### src/rtl/timer_responder.sv
// timer_responder
// Memory-mapped timer peripheral answering the core's req/we/select/ready
// register handshake. Provides a prescaled free-running counter, a compare
// match flag with optional auto-reload and a level interrupt.
//
// Ports:
//   clk           clock, all logic on the rising edge
//   rst           synchronous active-high reset
//   reg_req       initiator request, held until reg_ready is seen
//   reg_we        1 = write, 0 = read (sampled at acceptance)
//   reg_select    word register index (sampled at acceptance)
//   reg_data_in   write data (sampled at acceptance)
//   reg_data_out  read data, valid while reg_ready is high
//   reg_ready     one-cycle completion pulse
//   irq           level interrupt, STATUS.match & CTRL.ie
//
// Register map: 0 CTRL {ie, auto_reload, en}, 1 COUNT, 2 COMPARE,
// 3 STATUS {match} (write 1 to clear), 4 PRESCALE, 5..7 read as zero.
module timer_responder #(
  parameter int M_WIDTH     = 32,
  parameter int ACC_LATENCY = 1
) (
  input  logic               clk,
  input  logic               rst,
  input  logic               reg_req,
  input  logic               reg_we,
  input  logic [2:0]         reg_select,
  input  logic [M_WIDTH-1:0] reg_data_in,
  output logic [M_WIDTH-1:0] reg_data_out,
  output logic               reg_ready,
  output logic               irq
);

  typedef enum logic [1:0] {IDLE, BUSY, DONE, RELEASE} state_t;

  localparam logic [3:0] WAIT_INIT = 4'(ACC_LATENCY - 1);

  state_t             state;
  logic [3:0]         wait_cnt;
  logic               lat_we;
  logic [2:0]         lat_sel;
  logic [M_WIDTH-1:0] lat_data;

  logic               ctrl_en;
  logic               ctrl_ar;
  logic               ctrl_ie;
  logic [M_WIDTH-1:0] count;
  logic [M_WIDTH-1:0] compare;
  logic               match;
  logic [M_WIDTH-1:0] prescale;
  logic [M_WIDTH-1:0] ps_cnt;

  logic               access;
  logic               wr_fire;
  logic               wr_ctrl;
  logic               wr_count;
  logic               wr_compare;
  logic               wr_status;
  logic               wr_prescale;
  logic               en_eff;
  logic               tick;
  logic               hit;
  logic [M_WIDTH-1:0] rd_value;

  // The access (register update or read capture) happens on the edge that
  // ends the last BUSY cycle.
  assign access      = (state == BUSY) && (wait_cnt == 4'd0);
  assign wr_fire     = access && lat_we;
  assign wr_ctrl     = wr_fire && (lat_sel == 3'd0);
  assign wr_count    = wr_fire && (lat_sel == 3'd1);
  assign wr_compare  = wr_fire && (lat_sel == 3'd2);
  assign wr_status   = wr_fire && (lat_sel == 3'd3);
  assign wr_prescale = wr_fire && (lat_sel == 3'd4);

  // A CTRL write clearing en suppresses a tick on the very same edge.
  assign en_eff = ctrl_en && !(wr_ctrl && !lat_data[0]);
  assign tick   = en_eff && (ps_cnt == prescale);
  assign hit    = tick && (count == compare);

  assign irq = match & ctrl_ie;

  // NOTE: every variable assigned in always_comb gets a default first so no
  // latch is inferred for unlisted select values.
  always_comb begin
    rd_value = '0;
    case (lat_sel)
      3'd0:    rd_value = {{(M_WIDTH-3){1'b0}}, ctrl_ie, ctrl_ar, ctrl_en};
      3'd1:    rd_value = count;
      3'd2:    rd_value = compare;
      3'd3:    rd_value = {{(M_WIDTH-1){1'b0}}, match};
      3'd4:    rd_value = prescale;
      default: rd_value = '0;
    endcase
  end

  // Bus-side handshake FSM with registered reg_ready / reg_data_out.
  // NOTE: sequential state uses non-blocking assignments only, so every
  // always_ff sees the pre-edge value of every other register.
  always_ff @(posedge clk) begin
    if (rst) begin
      state        <= IDLE;
      wait_cnt     <= '0;
      lat_we       <= 1'b0;
      lat_sel      <= '0;
      lat_data     <= '0;
      reg_ready    <= 1'b0;
      reg_data_out <= '0;
    end else begin
      reg_ready <= 1'b0;
      case (state)
        IDLE: begin
          if (reg_req) begin
            lat_we   <= reg_we;
            lat_sel  <= reg_select;
            lat_data <= reg_data_in;
            wait_cnt <= WAIT_INIT;
            state    <= BUSY;
          end
        end
        BUSY: begin
          // reg_req is deliberately ignored here: a dropped request still
          // completes and pulses reg_ready.
          if (wait_cnt == 4'd0) begin
            reg_ready    <= 1'b1;
            reg_data_out <= lat_we ? '0 : rd_value;
            state        <= DONE;
          end else begin
            wait_cnt <= wait_cnt - 4'd1;
          end
        end
        DONE:    state <= RELEASE;
        RELEASE: if (!reg_req) state <= IDLE;
        default: state <= IDLE;
      endcase
    end
  end

  // Timer datapath. Register writes take priority over same-edge counting.
  // NOTE: the synchronous reset clears every timer register; there is no
  // memory array here, so nothing is left unreset.
  always_ff @(posedge clk) begin
    if (rst) begin
      ctrl_en  <= 1'b0;
      ctrl_ar  <= 1'b0;
      ctrl_ie  <= 1'b0;
      count    <= '0;
      compare  <= '0;
      match    <= 1'b0;
      prescale <= '0;
      ps_cnt   <= '0;
    end else begin
      if (wr_ctrl) begin
        ctrl_en <= lat_data[0];
        ctrl_ar <= lat_data[1];
        ctrl_ie <= lat_data[2];
      end

      if (wr_count || wr_prescale) begin
        ps_cnt <= '0;
      end else if (en_eff) begin
        ps_cnt <= tick ? '0 : ps_cnt + M_WIDTH'(1);
      end

      if (wr_count) begin
        count <= lat_data;
      end else if (tick) begin
        count <= (hit && ctrl_ar) ? '0 : count + M_WIDTH'(1);
      end

      if (wr_compare)  compare  <= lat_data;
      if (wr_prescale) prescale <= lat_data;

      // A new match beats a same-edge write-1-clear.
      if (hit) begin
        match <= 1'b1;
      end else if (wr_status && lat_data[0]) begin
        match <= 1'b0;
      end
    end
  end

endmodule

### config.mk
export PLATFORM = sky130hd
export DESIGN_NAME = timer_responder
export DESIGN_NICKNAME = d
export VERILOG_FILES = /design/src/rtl/timer_responder.sv
export SDC_FILE = /design/constraint.sdc
export NUM_CORES = 1
export LEC_CHECK = 0
export ABC_AREA = 1
export BUFFER_PORTS_ARGS = -buffer_cell sky130_fd_sc_hd__buf_2
export CAP_MARGIN = 20
export CORE_MARGIN = 10
export CORE_UTILIZATION = 41
export CTS_BUF_LIST = sky130_fd_sc_hd__clkbuf_8
export DETAILED_ROUTE_END_ITERATION = 6
export GPL_ROUTABILITY_DRIVEN = 0
export PLACE_DENSITY = 0.71
export SYNTH_ARGS = -nofsm -noshare
export SYNTH_HDL_FRONTEND = slang
export SYNTH_SLANG_ARGS = --single-unit
export TNS_END_PERCENT = 30
### constraint.sdc
create_clock -name clk -period 1.76 [get_ports clk]
set_input_delay 0.264 -clock clk [delete_from_list [all_inputs] [get_ports clk]]
set_output_delay 0.264 -clock clk [all_outputs]
set_load 0.02 [all_outputs]
* After elaboration in Yosys (flattened, before gate mapping)
Index checks and enable logic that the tools add are counted.
** Word-level totals
- Memories :: 0
- Register bits after elaboration :: 207
- Bits in read-only memories :: 0
- Input port bits :: 39
- Memory bits (writable) :: 0
- Output and inout bits :: 34
- Latch bits :: 0
** Cells by class
- Multiplexer cells :: 16
- Order comparisons :: 0
- $add $sub $neg :: 3
- Equality and inequality tests :: 13
- $mul :: 0
- Divide/modulo/power cells :: 0
- Shift operators :: 0
- Reduce and logical (&&, ||, !) cells :: 28
- Bitwise operators :: 2
** Operator list (count)
- $mux 32 :: 5
- $pmux 32 s5 :: 1
- $add 32x1->32 const B :: 2
- $eq 32x32->1 :: 2
- $logic_and 1x1->1 :: 13
- $mux 4 :: 2
- $pmux 2 s4 :: 1
- $pmux 4 s2 :: 1
- $eq 3x2->1 const B :: 2
- $mux 2 :: 3
- $ne 2x2->1 const B :: 3
- $reduce_and 3->1 :: 2
- $reduce_bool 2->1 :: 3
- $eq 2x2->1 const B :: 2
- $logic_not 4->1 :: 1
- $reduce_and 2->1 :: 2
- $reduce_or 2->1 :: 2
- $sub 4x1->4 const B :: 1
- $eq 3x1->1 const B :: 1
- $eq 3x3->1 const B :: 1
- $logic_not 3->1 :: 1
- $mux 1 :: 3
- $eq 2x1->1 const B :: 1
- $logic_not 1->1 :: 2
- 5 further kinds :: 5

* Logic depth before layout (Yosys ltp)
Gate-level depths: netlist of run 1.
- Word-level depth :: 13
- Depth in mapped cells :: 15

* Least setup slack after synthesis of run 1
Ideal clock, no wire load.
- Path kind :: register to register
- Start point :: reg state[1]
- End point :: reg count[4]
- Cell stages (with the launch flop) :: 15
- Required time :: 1632 ps
- Path buffers :: 1
- Slack :: -99 ps
- Arrival time :: 1732 ps
- Period minus slack after synthesis :: 1859 ps
- Cell sequence :: dfxtp_1 -> inv_1 -> ha_1 -> inv_2 -> nor2_4 -> nand2_4 -> nor2_4 -> nand2_1 -> nand2_1 -> nor2_4 -> o211ai_2 -> buf_6 -> nor2_2 -> nor2_1 -> nor2_1
** On the way
- Cells in the longest elaborated chain, start to end :: 13
- Elaborated cells between the ends (all ways) :: 15
** Ends and longest elaborated chain
- from (decl) :: line 38 : state_t state;
- from (signal assigned) :: line 101 : state <= IDLE;
- from (signal assigned) :: line 117 : state <= BUSY;
- from (signal assigned) :: line 126 : state <= DONE;
- $eq 2x1->1 * :: line 67 : assign access = (state == BUSY) && (wait_cnt == 4'd0);
- $logic_and 1x1->1 * :: line 67
- $logic_and 1x1->1 * :: line 68 : assign wr_fire = access && lat_we;
- $logic_and 1x1->1 :: line 69 : assign wr_ctrl = wr_fire && (lat_sel == 3'd0);
- $logic_and 1x1->1 :: line 76 : assign en_eff = ctrl_en && !(wr_ctrl && !lat_data[0]);
- $logic_not 1->1 :: line 76
- $logic_and 1x1->1 :: line 76
- $logic_and 1x1->1 :: line 77 : assign tick = en_eff && (ps_cnt == prescale);
- $logic_and 1x1->1 :: line 78 : assign hit = tick && (count == compare);
- $logic_and 1x1->1 :: line 167 : count <= (hit && ctrl_ar) ? '0 : count + M_WIDTH'(1);
- $mux 32 :: line 167
- $mux 32 :: line 166 : end else if (tick) begin
- $mux 32 :: line 164 : if (wr_count) begin
- to (signal assigned) :: line 165 : count <= lat_data;
- to (signal assigned) :: line 167
- to (decl) :: line 47 : logic [M_WIDTH-1:0] count;
Every way passes the cells marked *; elsewhere a longest branch is shown, timed or not. The select of a mux whose other input is x is not followed.
A chain may end at the register's enable or synchronous reset.

* Final worst setup path of run 1
- Start point :: reg prescale[19]
- End point :: reg count[14]
** On the way
- Cells in the longest elaborated chain, start to end :: 7
- Elaborated cells between the ends (all ways) :: 8
** Ends and longest elaborated chain
- from (decl) :: line 50 : logic [M_WIDTH-1:0] prescale;
- from (signal assigned) :: line 171 : if (wr_prescale) prescale <= lat_data;
- $eq 32x32->1 * :: line 77
- $logic_and 1x1->1 * :: line 77
- $logic_and 1x1->1 :: line 78
- $logic_and 1x1->1 :: line 167
- $mux 32 :: line 167
- $mux 32 :: line 166
- $mux 32 :: line 164
Marks and branches as above.

==> results.md, run 1 <==
- Cell area after synthesis: 11400 um^2
- Total GRT Usage: 0.226
- Post-Syn Instances: 1727
- Top cell by count, worst path: buf_6
- Largest delay share family, worst path: simple AND/OR/NAND/NOR gates
- Min-delay worst type: primary input to flip-flop
- Cell accounting for the most synthesized area: dfxtp_1
- Slew Viols, Final: 0
- Final instance area: 16200 um^2
- Worst-path maximum fanout: 6
- Seq pwr share: 0.404
- DRT Pass-1 Iters: 5
- FF-to-FF Start: prescale[19]$_SDFFE_PP0P_
- Fin worst setup slack: -0.227 ns
- Die Wd: 187 um
- PwrDens: 850 nW/um^2
- CP Capture Type: flip-flop
- Largest net degree at the start of global routing: 69
- Final Critical Period: 1.99 ns
- Number of DRC markers in iteration 0: 1186
- Syn. warnings: 0
- EDFF count, synth: 0
- Total gr overflow: 0
- Worst Hold Depth: 3
- Clock transition at path regs: 0.06 ns
- First-pass GRT wire length: 64900 um
- Synth area leaders: dfxtp_1 (36%), nand2_1 (13%), nor2_1 (7.7%)
- Final Power: 0.0138 W
- Finished Layout Cells: 2494
- Net Sw Power: 0.00472 W
- Maximum VDD drop: 0.914 mV
- Cell count after placement: 2385
- CP Launch Type: flip-flop
- Max Cap Viol: 0
- Post-route DRC: 0
- Vias: 13100
- Crit-path cells: buf_6 -> xnor2_2 -> nand2_1 -> nor2_2 -> nand2_2 -> nor2_4 -> nand3_4 -> nand2_8 -> buf_6 -> buf_6 -> o21ai_1 -> inv_1 -> a21oi_2
- Fill count: 2479
- Area delta synth->final: 42.3%
- Sw Ratio: 0.342
- Comb power frac: 0.249
- Num ports: 73
- Power share of the clock group: 0.347
- Yosys top cell area share: 0.363
- Crit-path max cell delay: 0.33 ns
- Worst EP required: 2.14 ns
- Skew final: 0.0294 ns
- Antenna violations before repair: 0
- Crit Path Category: flip-flop to flip-flop
- CORE AREA: 27600 um^2
- Clock sink count: 207
- Vias in the first global route: 12500
- FMAX: 503 MHz
- Max-slew headroom: 0.450
- Nets: 2140
- Fraction of registers with async set/reset: 0
- Distinct cells, synth: 43
- # H-tree levels: 2
- Placed Area: 14300 um^2
- Final core utilization: 0.588
- PortBufs: 72
- Net Count, Synth: 1775
- LEAKAGE: 7.06 nW
- Avg Synthesized Cell Area: 6.61 um^2
- Initial Util: 0.413
- HPWL after detailed placement: 30400 um
- DR vias/cell: 5.25
- Flops & latches, synth: 207
- Slowest CP cell: dfxtp_2
- Drt total wl: 42500 um
- CTS Root Cell: clkbuf_8
- Crit share post-route: 1.13
- RSZ-0062 raised after global routing: yes
- Final antenna-violating net count: 0
- Full die area: 34900 um^2
- Reg2Reg Depth: 13
- Share of cells above drive strength 1: 0.327
- Failing checks: setup timing
- CP bufs+invs: 4
- Flop2flop setup slack: -0.23 ns
- FP Rows: 61
- Diode count: 0
- Least-Margin Pin Slew: 0.825 ns
- Chip Height: 187 um
- Worst Path Arrival: 2.37 ns
- Worst skew pair latency: 0.55 ns
- Worst hold endpoint: lat_data[24]$_SDFFE_PP0P_
- Pint: 0.00908 W
- Ys flop type: dfxtp_1
- FF-to-FF End: count[14]$_SDFFE_PP0P_
- Hold Fails Final Rpt: 0
- Setup violations, final: 59
- TritonCTS clock tree: built
- Setup TNS: -7.93 ns
- Seq/Total Area, Yosys: 0.363
- Routed WL per cell: 17.1 um
- CTS Buf Count: 38
- Status: finished with violations
- Clock Tree Buf Depth: 3
- Min-delay src: reg_data_in[24]
-- final cells by class --
type                            instances  area, um^2  share of cell area
Multi-Input combinational cell       1227        6610               0.407
Tap cell                              378         473              0.0291
Inverter                              212         810              0.0499
Sequential cell                       207        4200               0.259
Timing Repair Buffer                  406        3370               0.208
Clock buffer                           45         619              0.0382
Clock inverter                         19         150             0.00925
-- per-layer routing --
metal | up-vias | share of wire | track usage
met5 | - | 0 | 0
met4 | 0 | 0.047 | 0.106
met3 | 132 | 0.092 | 0.0485
met2 | 626 | 0.45 | 0.352
met1 | 6056 | 0.41 | 0.291
li1 | 6281 | - | -
-- synth_stat cells (11+ instances only) --
library cell,number
xnor2_1,25
buf_2,18
xor2_1,37
inv_2,20
o21ai_0,155
nor2_4,11
nand3_1,26
a21oi_1,126
nor2_1,235
o221ai_1,22
nor3_1,47
nand4_1,39
nor2_2,21
dfxtp_1,207
inv_1,189
clkbuf_1,45
nand2_1,408
-- through the flow --
| stage | worst slack [ns] | hold slack (ns) |
|---|---|---|
| 6_report | -0.227 | 0.0123 |
| 5_1_grt | -0.311 | 0.0289 |
| 4_1_cts | -0.155 | 0.00133 |
| 3_5_place_dp | -0.285 | 0.455 |
| 3_3_place_gp | -0.189 | 0.450 |
| 2_1_floorplan | 0.00690 | 0.431 |
-- layout by cell type, fill, tap and decap left out, types with 24 or more instances in the layout --
cell	count
buf_2	72
nand2_2	27
nand4_1	39
nor3_1	28
inv_1	180
buf_4	263
nand2_1	388
xnor2_1	24
clkbuf_8	45
nand3_1	24
nor2_2	32
o21ai_1	56
dfxtp_2	46
dfxtp_1	161
inv_2	34
a21oi_1	116
nor2_1	212
xor2_1	36
o21ai_0	87
-- timing repair --
action                                  in CTS  in global routing
gates resized for setup                     90                205
cloned                                       2                  4
setup buffers                               12                 12
hold buffers                                18                  0
pin swaps                                   19                 62
endpoints found under the hold margin       18                  0
endpoints found under the setup margin     120                150
-- logic make-up (layout without fill, tap and decap cells) --
kind of cell / count (synthesis) / after routing / share of synthesized area
buf+inv: 293 / 682 / 0.102
flops: 207 / 207 / 0.363
xor+xnor: 62 / 62 / 0.0476
compound gates: 328 / 328 / 0.156
fa+ha+maj: 9 / 9 / 0.00987
simple gates: 828 / 828 / 0.321
-- power by group through the flow --
| stage | clock (W) | sequential (W) | combinational [W] |
|---|---|---|---|
| after floorplan | 0 | 0.00538 | 0.00163 |
| after global routing | 0.00504 | 0.00559 | 0.00371 |
| after CTS | 0.00481 | 0.00554 | 0.00316 |
| final | 0.00479 | 0.00558 | 0.00344 |
| after detailed placement | 0 | 0.00562 | 0.00298 |
| after global placement | 0 | 0.00560 | 0.00291 |
-- flip-flops by register name (all words and copies together), names as in the netlist --
| register | count |
|---|---|
| lat_data | 32 |
| lat_sel | 3 |
| state | 2 |
| ctrl_en | 1 |
| wait_cnt | 4 |
| prescale | 32 |
| match | 1 |
| ctrl_ie | 1 |
| reg_ready | 1 |
| count | 32 |
| reg_data_out | 32 |
| compare | 32 |
| ctrl_ar | 1 |
| lat_we | 1 |
| ps_cnt | 32 |
-- worst max-delay path by stage --
| stage | from | end | depth (start not counted) |
|---|---|---|---|
| 6_report | prescale[19]$_SDFFE_PP0P_ | count[14]$_SDFFE_PP0P_ | 13 |
| 5_1_grt | prescale[19]$_SDFFE_PP0P_ | count[4]$_SDFFE_PP0P_ | 13 |
| 4_1_cts | ps_cnt[19]$_SDFFE_PP0P_ | count[7]$_SDFFE_PP0P_ | 12 |
| 3_5_place_dp | ps_cnt[1]$_SDFFE_PP0P_ | count[5]$_SDFFE_PP0P_ | 14 |
| 3_3_place_gp | count[15]$_SDFFE_PP0P_ | count[18]$_SDFFE_PP0P_ | 9 |
| 2_1_floorplan | state[1]$_SDFFE_PP0P_ | ps_cnt[24]$_SDFFE_PP0P_ | 15 |
-- worst reg2reg max path: stages (launching register included) --
cell and delay (ns):
dfxtp_2 0.33, buf_6 0.11, xnor2_2 0.16, nand2_1 0.11, nor2_2 0.16, nand2_2 0.10, nor2_4 0.16, nand3_4 0.12
nand2_8 0.14, buf_6 0.15, buf_6 0.12, o21ai_1 0.06, inv_1 0.07, a21oi_2 0.05
Power figures use the tool's default switching activity.
==> run 2: changes to the inputs <==
--- a/config.mk
+++ b/config.mk
@@ -17,4 +17,4 @@
 export SYNTH_ARGS = -nofsm -noshare
 export SYNTH_HDL_FRONTEND = slang
 export SYNTH_SLANG_ARGS = --single-unit
-export TNS_END_PERCENT = 30
+export TNS_END_PERCENT = 100
==> constraint.sdc (replaced) <==
create_clock -name clk -period 1.76 [get_ports clk]
set_input_delay 0.352 -clock clk [delete_from_list [all_inputs] [get_ports clk]]
set_output_delay 0.352 -clock clk [all_outputs]
set_load 0.02 [all_outputs]
==> results.md, run 2 (synthesis results as in run 1) <==
- Status: finished with violations (unchanged)
- Failing checks: setup timing (unchanged)
- Largest net degree at the start of global routing: 69 (unchanged)
- Worst-path maximum fanout: 5 (was 6)
- Least-Margin Pin Slew: 0.815 ns (was 0.825 ns)
- Worst Setup EP: count[18]$_SDFFE_PP0P_ (was count[14]$_SDFFE_PP0P_)
- FF-to-FF Start: count[15]$_SDFFE_PP0P_ (was prescale[19]$_SDFFE_PP0P_)
- Hold Fails Final Rpt: 0 (unchanged)
- Vias: 13500 (was 13100)
- First-pass GRT wire length: 65400 um (was 64900 um)
- CTS Buf Count: 38 (unchanged)
- Worst Path Arrival: 2.42 ns (was 2.37 ns)
- Clock sink count: 207 (unchanged)
- FMAX: 491 MHz (was 503 MHz)
- CP Launch Type: flip-flop (unchanged)
- Max Cap Viol: 0 (unchanged)
- Clock Tree Buf Depth: 3 (unchanged)
- Full die area: 34900 um^2 (unchanged)
- Worst EP required: 2.14 ns (about the same)
- DRT Pass-1 Iters: 6 (was 5)
- Setup violations, final: 101 (was 59)
- Min-delay worst type: primary input to flip-flop (unchanged)
- Share of cells above drive strength 1: 0.374 (was 0.327)
- Fin worst setup slack: -0.275 ns (was -0.227 ns)
- Drt total wl: 45700 um (was 42500 um)
- Max-slew headroom: 0.457 (was 0.450)
- HPWL after detailed placement: 30400 um (unchanged)
- TritonCTS clock tree: built (unchanged)
- Most frequent cells in the layout: nand2_1 (374), buf_4 (267), nor2_1 (194) (was nand2_1 (388), buf_4 (263), nor2_1 (212))
- Slew Viols, Final: 0 (unchanged)
- Vias in the first global route: 12600 (was 12500)
- Initial Util: 0.413 (unchanged)
- Area delta synth->final: 46.3% (was 42.3%)
- Crit path launch: count[15]$_SDFFE_PP0P_ (was prescale[19]$_SDFFE_PP0P_)
- Total gr overflow: 0 (unchanged)
- Number of DRC markers in iteration 0: 1490 (was 1186)
- Final core utilization: 0.604 (was 0.588)
- Crit share post-route: 1.16 (was 1.13)
- Cell count after placement: 2385 (unchanged)
- Antenna violations before repair: 0 (unchanged)
- FP Rows: 61 (unchanged)
- Die Wd: 187 um (unchanged)
- DR vias/cell: 5.42 (was 5.25)
- Chip Height: 187 um (unchanged)
- LEAKAGE: 7.27 nW (was 7.06 nW)
- Post-route DRC: 0 (unchanged)
- Routed WL per cell: 18.3 um (was 17.1 um)
- PortBufs: 72 (unchanged)
- Reg2Reg Depth: 13 (unchanged)
- Most common cell after layout, fill and taps aside: nand2_1 (unchanged)
- CTS Root Cell: clkbuf_8 (unchanged)
- CTS hold repair buffers: 0 (was 18)
- PwrDens: 844 nW/um^2 (was 850 nW/um^2)
- Final Critical Period: 2.04 ns (was 1.99 ns)
- Worst skew pair latency: 0.55 ns (about the same)
- Num ports: 73 (unchanged)
- Clock transition at path regs: 0.08 ns (was 0.06 ns)
- # H-tree levels: 2 (unchanged)
- Maximum VDD drop: 0.914 mV (about the same)
- Total GRT Usage: 0.228 (was 0.226)
- Final antenna-violating net count: 0 (unchanged)
- Finished Layout Cells: 2501 (was 2494)
- CP Capture Type: flip-flop (unchanged)
- Nets: 2147 (was 2140)
- Skew final: 0.0250 ns (was 0.0294 ns)
- CORE AREA: 27600 um^2 (unchanged)
- Diode count: 0 (unchanged)
- Crit Path Category: flip-flop to flip-flop (unchanged)
- FF-to-FF End: count[18]$_SDFFE_PP0P_ (was count[14]$_SDFFE_PP0P_)
- RSZ-0062 raised after global routing: yes (unchanged)
- Flop2flop setup slack: -0.28 ns (was -0.23 ns)
run 2: changes by cell type in the layout (fill, tap and decap cells not counted), sizes merged:
cell         previous run  this run
dlygate4sd3            18         0
buf                   384       406
clkbuf                 49        52
run 2: critical path, stage by stage (launching register included):
cell and delay, ns:
dfxtp_2 0.36, inv_1 0.10, nand2_1 0.08, nand2_1 0.07, nor2_1 0.11, nand2_1 0.11
nor2_1 0.15, nand2_1 0.09, nor2_2 0.16, nand4_1 0.14, buf_6 0.18, buf_16 0.14
nand4_1 0.10, a21oi_1 0.08
run 2: cell type report:
cell class	instances	area, um^2
repair buffers	413	3550
well taps	378	473
multi-input cells	1227	6860
fillers	2359	10900
clock buffers	45	619
clock inverters	19	150
inverters	212	823
flip-flops and latches	207	4220
run 2: metrics by stage:
step	power, W	setup TNS, ns	worst slack [ns]	instance area, um^2	hold WS, ns
global route	0.0146	-21.64	-0.306	16700	0.0701
global placement	0.00852	-6.84	-0.189	14300	0.450
finish	0.0141	-11.49	-0.275	16700	0.0601
CTS	0.0137	-5.21	-0.155	15600	0.0557
detailed placement	0.00860	-12.37	-0.285	14300	0.455
floorplan	0.00701	0	0.00690	11400	0.457
run 2: worst min path at each step:
stage                                  startpoint                             to  slack [ns]  depth (start not counted)
global route                      reg_data_in[29]      lat_data[29]$_SDFFE_PP0P_        0.07                          3
floorplan                compare[14]$_SDFFE_PP0P_       compare[14]$_SDFFE_PP0P_        0.46                          2
CTS                                reg_data_in[1]       lat_data[1]$_SDFFE_PP0P_        0.06                          3
detailed placement  reg_data_out[17]$_SDFFE_PP0N_  reg_data_out[17]$_SDFFE_PP0N_        0.45                          2
global placement     reg_data_out[4]$_SDFFE_PP0N_   reg_data_out[4]$_SDFFE_PP0N_        0.45                          2
finish                            reg_data_in[29]      lat_data[29]$_SDFFE_PP0P_        0.06                          3
run 2: timing repair:
item | in CTS | in global routing
pin swaps | 26 | 83
resized for setup | 115 | 297
cloned | 5 | 11
setup buffers | 18 | 25
setup endpoints to repair | 120 | 149
run 2: layer usage:
metal	global-route usage	vias up	part of all wire
met2	0.352	827	0.44
li1	-	6302	-
met1	0.294	6229	0.40
met3	0.0496	186	0.11
met5	0	-	0
met4	0.118	0	0.057
run 2: report_power, final:
group | switching [W] | internal (W) | leakage [nW]
sequential | 0.000563 | 0.00503 | 1.71
combinational | 0.00217 | 0.00154 | 5.14
clock | 0.00216 | 0.00263 | 0.419
==> run 3: changes to the inputs <==
--- a/config.mk
+++ b/config.mk
@@ -6,7 +6,7 @@
 export NUM_CORES = 1
 export LEC_CHECK = 0
 export ABC_AREA = 1
-export BUFFER_PORTS_ARGS = -buffer_cell sky130_fd_sc_hd__buf_2
+export BUFFER_PORTS_ARGS = -buffer_cell sky130_fd_sc_hd__clkbuf_2
 export CAP_MARGIN = 20
 export CORE_MARGIN = 10
 export CORE_UTILIZATION = 41
==> results.md, run 3 (synthesis results as in run 1) <==
- LEAKAGE: 7.05 nW (was 7.27 nW)
- Worst Path Arrival: 2.37 ns (was 2.42 ns)
- Dpl ws: -0.220 ns (was -0.285 ns)
- Diode count: 0 (unchanged)
- Grt met2 use: 0.340 (was 0.352)
- Pint: 0.00886 W (was 0.00920 W)
- M1 GR Usage: 0.290 (was 0.294)
- Area delta synth->final: 40.9% (was 46.3%)
- Fill count: 2473 (was 2359)
- Most frequent cells in the layout: nand2_1 (381), buf_4 (237), nor2_1 (213) (was nand2_1 (374), buf_4 (267), nor2_1 (194))
- Maximum VDD drop: 1.09 mV (was 0.914 mV)
- Max Cap Viol: 0 (unchanged)
- Clock sink count: 207 (unchanged)
- Final Power: 0.0136 W (was 0.0141 W)
- Share of cells above drive strength 1: 0.341 (was 0.374)
- Drt total wl: 42700 um (was 45700 um)
- Largest net degree at the start of global routing: 69 (unchanged)
- FMAX: 509 MHz (was 491 MHz)
- Post-route DRC: 0 (unchanged)
- Crit Path Category: flip-flop to flip-flop (unchanged)
- Least-Margin Pin Slew: 0.979 ns (was 0.815 ns)
- Clock Tree Buf Depth: 3 (unchanged)
- Initial Util: 0.413 (unchanged)
- Crit-path max cell delay: 0.36 ns (about the same)
- Chip Height: 187 um (unchanged)
- Status: finished with violations (unchanged)
- Vias in the first global route: 12000 (was 12600)
- Net Sw Power: 0.00476 W (was 0.00489 W)
- Full die area: 34900 um^2 (unchanged)
- Num ports: 73 (unchanged)
- Skew final: 0.0395 ns (was 0.0250 ns)
- # H-tree levels: 2 (unchanged)
- Hold Fails Final Rpt: 0 (unchanged)
- FP Rows: 61 (unchanged)
- Final antenna-violating net count: 0 (unchanged)
- Max-slew headroom: 0.347 (was 0.457)
- RSZ-0062 raised after global routing: yes (unchanged)
- Nets: 2097 (was 2147)
- PortBufs: 72 (unchanged)
- Grt met3 use: 0.0414 (was 0.0496)
- Die Wd: 187 um (unchanged)
- Fin worst setup slack: -0.204 ns (was -0.275 ns)
- Failing checks: setup timing (unchanged)
- Most common cell after layout, fill and taps aside: nand2_1 (unchanged)
- Crit-path cells: xnor2_1 -> nand2_1 -> nor2_2 -> nand2_2 -> nor2_4 -> nand3_4 -> nand2_8 -> inv_4 -> nand3_4 -> clkinvlp_4 -> nand2_1 -> nor2_1 (was inv_1 -> nand2_1 -> nand2_1 -> nor2_1 -> nand2_1 -> nor2_1 -> nand2_1 -> nor2_2 -> nand4_1 -> buf_6 -> buf_16 -> nand4_1 -> a21oi_1)
- Worst skew pair latency: 0.55 ns (about the same)
- Setup violations, final: 110 (was 101)
- Global route hottest layer: met2 (unchanged)
- Routed WL per cell: 17.4 um (was 18.3 um)
- PwrDens: 847 nW/um^2 (was 844 nW/um^2)
- TritonCTS clock tree: built (unchanged)
- Slew Viols, Final: 0 (unchanged)
- Antenna violations before repair: 0 (unchanged)
- Seq pwr share: 0.412 (was 0.397)
- Crit share post-route: 1.12 (was 1.16)
- CTS Buf Count: 36 (was 38)
- DR vias/cell: 5.32 (was 5.42)
- Worst EP required: 2.17 ns (was 2.14 ns)
- Vias: 13000 (was 13500)
- Slowest CP cell: dfxtp_1 (was dfxtp_2)
- First-pass GRT wire length: 62500 um (was 65400 um)
- Power share of the clock group: 0.315 (was 0.340)
- CP Capture Type: flip-flop (unchanged)
- CORE AREA: 27600 um^2 (unchanged)
- DRT Pass-1 Iters: 7 (was 6)
- Worst-path maximum fanout: 6 (was 5)
- Number of DRC markers in iteration 0: 1483 (was 1490)
- Comb power frac: 0.274 (was 0.263)
- Clock transition at path regs: 0.07 ns (was 0.08 ns)
- Sw Ratio: 0.350 (was 0.347)
- CTS hold repair buffers: 0 (unchanged)
- CTS Root Cell: clkbuf_8 (unchanged)
- Final Critical Period: 1.96 ns (was 2.04 ns)
- Total gr overflow: 0 (unchanged)
- HPWL after detailed placement: 29300 um (was 30400 um)
- Min-delay worst type: primary input to flip-flop (unchanged)
- Total GRT Usage: 0.218 (was 0.228)
- CP Launch Type: flip-flop (unchanged)
-- run 3: worst max-delay path: cells and delay by family (launching register included) --
family	cells	cell delay, ns
and+or+nand+nor	9	1.07
DFF	1	0.36
xor gates and xnor gates	1	0.14
buffers and inverters	2	0.25
-- run 3: cell type report --
class                      instances  area [um^2]  area share
timing repair buffer             364         3050       0.189
multi-input combinational       1228         6840       0.426
inverter                         212          820      0.0510
tap                              378          473      0.0294
clock buffer                      45          619      0.0385
clock inverter                    16         70.1     0.00436
sequential                       207         4210       0.262
-- run 3: routing by layer --
layer / part of all wire / vias to the layer above
met5: 0 / -
met4: 0.041 / 0
met3: 0.10 / 124
met2: 0.44 / 657
met1: 0.41 / 6050
li1: - / 6205
-- run 3: timing repair --
action / CTS / global route
pin swaps: 21 / 54
gates cloned: 5 / 7
buffers inserted: 5 / 11
gates resized for setup: 79 / 261
endpoints found under the setup margin: 86 / 127
endpoints found under the hold margin: 0 / 0
-- run 3: through the flow --
stage | utilization | cell area [um^2] | std cells | TNS [ns] | hold slack, ns
finish | 0.582 | 16100 | 2450 | -11.21 | 0.0547
global route | 0.582 | 16100 | 2450 | -19.71 | 0.0723
CTS | 0.548 | 15100 | 2438 | -4.22 | 0.0423
detailed placement | 0.512 | 14100 | 2367 | -8.94 | 0.456
global placement | 0.512 | 14100 | 2367 | -6.75 | 0.452
floorplan | - | 11400 | 1727 | 0 | 0.457
-- run 3: power groups by stage --
stage               combinational [W]  sequential [W]  clock, W
floorplan                     0.00163         0.00538         0
CTS                           0.00312         0.00554   0.00435
detailed placement            0.00295         0.00563         0
global placement              0.00288         0.00561         0
global route                  0.00399         0.00562   0.00455
finish                        0.00373         0.00561   0.00428
-- run 3: worst paths after layout --
check | startpoint | end | slack, ns | cells past startpoint
hold / removal | reg_data_in[27] | lat_data[27]$_SDFFE_PP0P_ | 0.05 | 3
setup reg to reg | ps_cnt[28]$_SDFFE_PP0P_ | ps_cnt[11]$_SDFFE_PP0P_ | -0.20 | 12
setup / recovery | ps_cnt[28]$_SDFFE_PP0P_ | ps_cnt[11]$_SDFFE_PP0P_ | -0.20 | 12
hold reg to reg | reg_data_out[2]$_SDFFE_PP0N_ | reg_data_out[2]$_SDFFE_PP0N_ | 0.47 | 2
